<file path="config.mk">
export PLATFORM = sky130hd
export DESIGN_NAME = dmem_arbiter
export DESIGN_NICKNAME = d
export VERILOG_FILES = /design/src/rtl/dmem_arbiter_pkg.sv /design/src/rtl/dmem_starve_counter.sv /design/src/rtl/dmem_arbiter.sv
export SDC_FILE = /design/constraint.sdc
export NUM_CORES = 1
export LEC_CHECK = 0
export CAP_MARGIN = 20
export CORE_AREA = 2 2 112 114
export CTS_BUF_LIST = sky130_fd_sc_hd__clkbuf_4 sky130_fd_sc_hd__clkbuf_8
export DETAILED_ROUTE_END_ITERATION = 8
export DIE_AREA = 0 0 114 116
export SETUP_SLACK_MARGIN = 0.05
export SKIP_CTS_REPAIR_TIMING = 1
export SLEW_MARGIN = 15
export SYNTH_ARGS = -nofsm -noshare
export SYNTH_HDL_FRONTEND = slang
export SYNTH_HIERARCHICAL = 1
export SYNTH_SLANG_ARGS = --single-unit
</file>
<file path="constraint.sdc">
create_clock -name iCLK -period 2.35 [get_ports iCLK]
set_clock_uncertainty 0.2 [all_clocks]
set_input_delay 0.3525 -clock iCLK [delete_from_list [all_inputs] [get_ports iCLK]]
set_output_delay 0.3525 -clock iCLK [all_outputs]
set_load 0.02 [all_outputs]
</file>
<file path="src/rtl/dmem_arbiter_pkg.sv">
// Shared constants and helpers for the data-memory arbiter.
// Holds the user data window bounds and the response-port encodings.
package dmem_arbiter_pkg;

  // User data window (inclusive bounds, byte addresses).
  localparam logic [31:0] BEGINNING_DATA = 32'h0000_2000;
  localparam logic [31:0] END_DATA       = 32'h0000_2FFF;

  // Encodings for the response-stage port tag.
  localparam logic [1:0] DMEM_PORT_NONE = 2'd0;
  localparam logic [1:0] DMEM_PORT_C    = 2'd1;
  localparam logic [1:0] DMEM_PORT_D    = 2'd2;

  typedef enum logic [1:0] {
    PORT_NONE = DMEM_PORT_NONE,
    PORT_C    = DMEM_PORT_C,
    PORT_D    = DMEM_PORT_D
  } dmem_port_e;

  // Unsigned 32-bit window check.
  function automatic logic in_window(input logic [31:0] addr);
    return (addr >= BEGINNING_DATA) && (addr <= END_DATA);
  endfunction

endpackage

</file>
<file path="src/rtl/dmem_starve_counter.sv">
// Starvation counter for the DMA/debug port.
// Counts contested cycles lost by port D and flags when D must win.
module dmem_starve_counter #(
  parameter int MAX_WAIT = 4
) (
  input  logic iCLK,
  input  logic iRST_N,
  input  logic inc,
  input  logic clr,
  output logic expired
);

  localparam logic [3:0] MaxWaitQ = 4'(MAX_WAIT);

  logic [3:0] wait_cnt_q;
  logic [3:0] wait_cnt_d;

  // Next count: clear on a D grant, otherwise saturating increment.
  always_comb begin
    wait_cnt_d = wait_cnt_q;
    if (clr) begin
      wait_cnt_d = 4'd0;
    end else if (inc && (wait_cnt_q != MaxWaitQ)) begin
      wait_cnt_d = wait_cnt_q + 4'd1;
    end
  end

  // Count register.
  always_ff @(posedge iCLK or negedge iRST_N) begin
    if (!iRST_N) begin
      wait_cnt_q <= 4'd0;
    end else begin
      wait_cnt_q <= wait_cnt_d;
    end
  end

  assign expired = (wait_cnt_q == MaxWaitQ);

endmodule

</file>
<file path="src/rtl/dmem_arbiter.sv">
// Two-port arbiter in front of the single-port synchronous data memory.
// Port C (load/store unit) has priority; port D (DMA/debug) is granted
// once it has lost MAX_WAIT contested cycles. One response per grant,
// returned exactly one cycle later; back-to-back grants are allowed.
module dmem_arbiter
  import dmem_arbiter_pkg::*;
#(
  parameter int DATA_WIDTH = 12,
  parameter int MAX_WAIT   = 4
) (
  input  logic                    iCLK,
  input  logic                    iRST_N,
  input  logic                    iCReq,
  input  logic                    iCWe,
  input  logic [3:0]              iCBe,
  input  logic [31:0]             iCAddr,
  input  logic [31:0]             iCWData,
  input  logic                    iDReq,
  input  logic                    iDWe,
  input  logic [3:0]              iDBe,
  input  logic [31:0]             iDAddr,
  input  logic [31:0]             iDWData,
  output logic                    oCGnt,
  output logic                    oDGnt,
  output logic                    oCRValid,
  output logic                    oDRValid,
  output logic [31:0]             oCRData,
  output logic [31:0]             oDRData,
  output logic                    oCErr,
  output logic                    oDErr,
  output logic [DATA_WIDTH-3:0]   oMemAddr,
  output logic [3:0]              oMemBe,
  output logic [31:0]             oMemWData,
  output logic                    oMemWren,
  input  logic [31:0]             iMemQ
);

  logic        expired;
  logic        c_gnt;
  logic        d_gnt;
  logic        gnt_any;
  logic        sel_we;
  logic        sel_in_win;
  logic [31:0] sel_addr;
  logic [31:0] word_off;
  logic        unused_off_bits;

  dmem_port_e  rsp_port_q, rsp_port_d;
  logic        rsp_rd_q,   rsp_rd_d;
  logic        rsp_err_q,  rsp_err_d;

  dmem_starve_counter #(
    .MAX_WAIT (MAX_WAIT)
  ) u_starve (
    .iCLK    (iCLK),
    .iRST_N  (iRST_N),
    .inc     (iDReq && !d_gnt),
    .clr     (d_gnt),
    .expired (expired)
  );

  // Arbitration and command mux; no grant while reset is held.
  always_comb begin
    d_gnt      = iRST_N && iDReq && (!iCReq || expired);
    c_gnt      = iRST_N && iCReq && !d_gnt;
    gnt_any    = c_gnt || d_gnt;
    sel_addr   = d_gnt ? iDAddr  : iCAddr;
    sel_we     = d_gnt ? iDWe    : iCWe;
    oMemBe     = d_gnt ? iDBe    : iCBe;
    oMemWData  = d_gnt ? iDWData : iCWData;
    sel_in_win = in_window(sel_addr);
    word_off   = sel_addr - BEGINNING_DATA;
    oMemAddr   = word_off[DATA_WIDTH-1:2];
    oMemWren   = gnt_any && sel_we && sel_in_win;
  end

  assign oCGnt = c_gnt;
  assign oDGnt = d_gnt;

  // Byte-offset and above-window bits of the offset are not part of the word address.
  assign unused_off_bits = ^{word_off[31:DATA_WIDTH], word_off[1:0]};

  // Response-stage next state, loaded every cycle.
  always_comb begin
    rsp_port_d = c_gnt ? PORT_C : (d_gnt ? PORT_D : PORT_NONE);
    rsp_rd_d   = gnt_any && !sel_we && sel_in_win;
    rsp_err_d  = !sel_in_win;
  end

  // Response-stage registers; reset discards any pending response.
  always_ff @(posedge iCLK or negedge iRST_N) begin
    if (!iRST_N) begin
      rsp_port_q <= PORT_NONE;
      rsp_rd_q   <= 1'b0;
      rsp_err_q  <= 1'b0;
    end else begin
      rsp_port_q <= rsp_port_d;
      rsp_rd_q   <= rsp_rd_d;
      rsp_err_q  <= rsp_err_d;
    end
  end

  // Response steering: memory data only reaches the winner of a read.
  always_comb begin
    oCRValid = (rsp_port_q == PORT_C);
    oDRValid = (rsp_port_q == PORT_D);
    oCErr    = oCRValid && rsp_err_q;
    oDErr    = oDRValid && rsp_err_q;
    oCRData  = (oCRValid && rsp_rd_q) ? iMemQ : 32'd0;
    oDRData  = (oDRValid && rsp_rd_q) ? iMemQ : 32'd0;
  end

endmodule

</file>
==> impl_metrics.csv <==
group,metric,value,unit
pwr,power,1.33,mW
sta,rsz0062_at_grt,"yes",
sta,setup_viol,20,
setup_path,rr_endpoint,"u_starve/wait_cnt_q[3]",
global_route,grt_max_degree,65,
setup_path,path_depth,9,
layout,n_fill_cell,1259,
setup_path,r2r_slack,120,ps
setup_path,arrival,2220,ps
pwr,total_leakage_power,3.59,nW
clock_network,cts_buffers,3,
sta,fin_crit,2780,ps
place,place_area,4770,µm²
die,core_area,11900,µm²
pwr,irDropWorstVdd,122,µV
clock_network,path_clk_slew,40,ps
die,initial_core_util,13.1,%
clock_network,htreeDepth,1,
setup_path,crit_chain,"inv_2 > ha_4 > nand3b_4 > inv_4 > o211ai_4 > buf_6 > or4_4 > a221oi_4 > buf_6",
sta,setup_ws,-426,ps
layout,antenna_cells,0,
setup_path,cp_top_family,"simple AND/OR/NAND/NOR gates",
global_route,overflow,0,
yosys,ys_types,25,
die,die_x,114,µm
sta,finalSetupTns,-3020,ps
route,vias,3004,
die,row_count,40,
route,drt_iter0_markers,105,
run_status,outcome,"finished with violations",
route,viasPerCell,4.14,
route,dr.pass1.iters,4,
clock_network,cts.sinks,8,
yosys,yosysSeqAreaShare,12.8,%
yosys,synth-seq-cells,8,
global_route,grt.total_usage,13.3,%
clock_network,cts_buffer_depth,2,
die,die_height,116,µm
sta,slew_headroom,62.2,%
setup_path,cpMostUsedCell,"buf_6",
run_status,violations,"negative setup slack",
layout,multi_input_comb_area,1300,µm²
min_path,hold_class,"input pin to asynchronous set/reset pin",
route,drc,0,
setup_path,start_kind,"flop",
setup_path,endpoint_kind,"output pin",
place,hpwl,8460,µm
run,maxCapViolations,0,
die,die_area,13200,µm²
layout,area_delta_synth_final,214,%
place,port_buffers,286,
setup_path,critPathSlowestCell,"or4_4",
sta,drv_slew,0,
layout,seq_area,200,µm²
setup_path,cp.required,1800,ps
global_route,grt_pass1_wl,14000,µm
setup_path,path_buf_inv,4,
yosys,syn-num-nets,462,
route,wirelength,10000,µm
layout,fin_util,41.1,%
route,ant_nets,0,
setup_path,rr_startpoint,"u_starve/wait_cnt_q[1]",
yosys,synth_area,1560,µm²
setup_path,cp_max_fo,4,
yosys,synth_cells,286,
sta,fmaxAchievable,0.360,GHz
setup_path,cp_slowest_stage_delay,530,ps
route,wl_per_cell,13.8,µm
clock_network,cts_tree,"yes",
global_route,antenna_found_initial,1,
global_route,grt_pass1_vias,2820,
yosys,synth_warnings,6,
clock_network,cts.root.buffer_cell,"clkbuf_8",
place,gp_congestion,0.786,
setup_path,worstSetupPathType,"flop to output pin",
layout,drive_above_1_share,15.7,%
layout,finalNetCount,756,
layout,fin_area,4890,µm²
sta,fin_crit_sh,118,%
sta,hold_viol,0,
clock_network,clock_latency,230,ps
setup_path,ff2ff_path_depth,10,
die,pin_count,291,
sta,tightest_slew,561,ps
yosys,postSynthAreaPerCell,5.46,µm²
pwr,p_per_area,272,nW/µm²
[cell usage after synthesis, drive strengths merged]
cell    number  area, µm²
nor4         8       50.1
nand3b       1       20.0
nand4        1       6.26
a211oi       1       7.51
a21oi        4       20.0
or4          2       22.5
and3        65        407
nand3        3       15.0
nor2b        2       12.5
a221oi       1       15.0
mux2         1       11.3
and2         4       25.0
dfrtp        8        200
nor3         1       5.00
ha           2       25.0
o21ai        1       5.00
nand2      145        544
nor2         1       3.75
inv          6       22.5
or3          1       6.26
clkbuf      23       86.3
a21o         2       17.5
o211ai       1       12.5
or4b         2       20.0
[layer usage]
metal / GRT usage, % / vias to the layer above / wire length (µm) / part of all wire [%]
li1: - / 1533 / - / -
met1: 14.0 / 1289 / 3720 / 37
met2: 26.5 / 174 / 5210 / 52
met3: 3.24 / 6 / 987 / 9.9
met4: 2.93 / 2 / 73 / 0.73
met5: 0 / - / 16 / 0.16
[power breakdown]
group / switching [mW] / internal (mW)
clock: 0.0534 / 0.111
sequential: 0.0215 / 0.167
combinational: 0.426 / 0.551
[placed cells by master, fill, tap and decap left out, drive strengths merged]
cell type,synthesis,layout
o211ai,1,1
a21oi,4,4
clkdlybuf4s50,0,170
nand3,3,3
mux2,1,1
dlymetal6s2s,0,72
nor3,1,1
a211oi,1,1
and3,65,65
clkbuf,23,6
and2,4,4
a221oi,1,1
o21ai,1,1
a21o,2,2
ha,2,2
nor2b,2,2
nand3b,1,1
or4b,2,2
nand4,1,1
dfrtp,8,8
or4,2,2
nor2,1,1
buf,0,67
or3,1,1
nand2,145,145
nor4,8,8
inv,6,6
[area by class of cell]
type / instances / area share [%]
Multi-Input combinational cell: 249 / 26.6
Tap cell: 147 / 3.76
Timing Repair Buffer: 312 / 64.2
Inverter: 6 / 0.512
Clock buffer: 3 / 0.844
Sequential cell: 8 / 4.09
[metrics by stage]
stage               instances  hold WS (ps)  setup WS (ps)
global route              725           336           -524
global placement          719           425           -968
detailed placement        719           470           -987
CTS                       722           309           -993
finish                    725           316           -426
floorplan                 286          -143          -44.6
[worst register-to-register path: stages (launching register included)]
cell	delay, ps
dfrtp_1	350
inv_2	60
ha_4	160
nand3b_4	80
inv_4	40
o211ai_4	270
buf_12	230
and2_1	170
nand4_1	120
or3_1	320
a21oi_1	160
[worst max path at each step]
stage,startpoint,end,slack (ps)
5_1_grt,u_starve/wait_cnt_q[1],oMemWren,-520
2_1_floorplan,u_starve/wait_cnt_q[0],oMemWren,-40
6_report,u_starve/wait_cnt_q[1],oMemWren,-430
4_1_cts,iDAddr[15],oMemWren,-990
3_3_place_gp,iDAddr[15],oMemWren,-970
3_5_place_dp,iDAddr[15],oMemWren,-990
[state kept, by name, summed over array words and instances, names as in the netlist]
signal / flops
rsp_err_q: 1
rsp_port_q: 2
rsp_rd_q: 1
u_starve/wait_cnt_q: 4
[cell families after synthesis]
logic type,synth area share [%]
buf+inv,6.98
simple gates,72.9
fa+ha+maj,1.60
mux,0.722
flops,12.8
compound gates,4.97
Power figures use the tool's default switching activity.
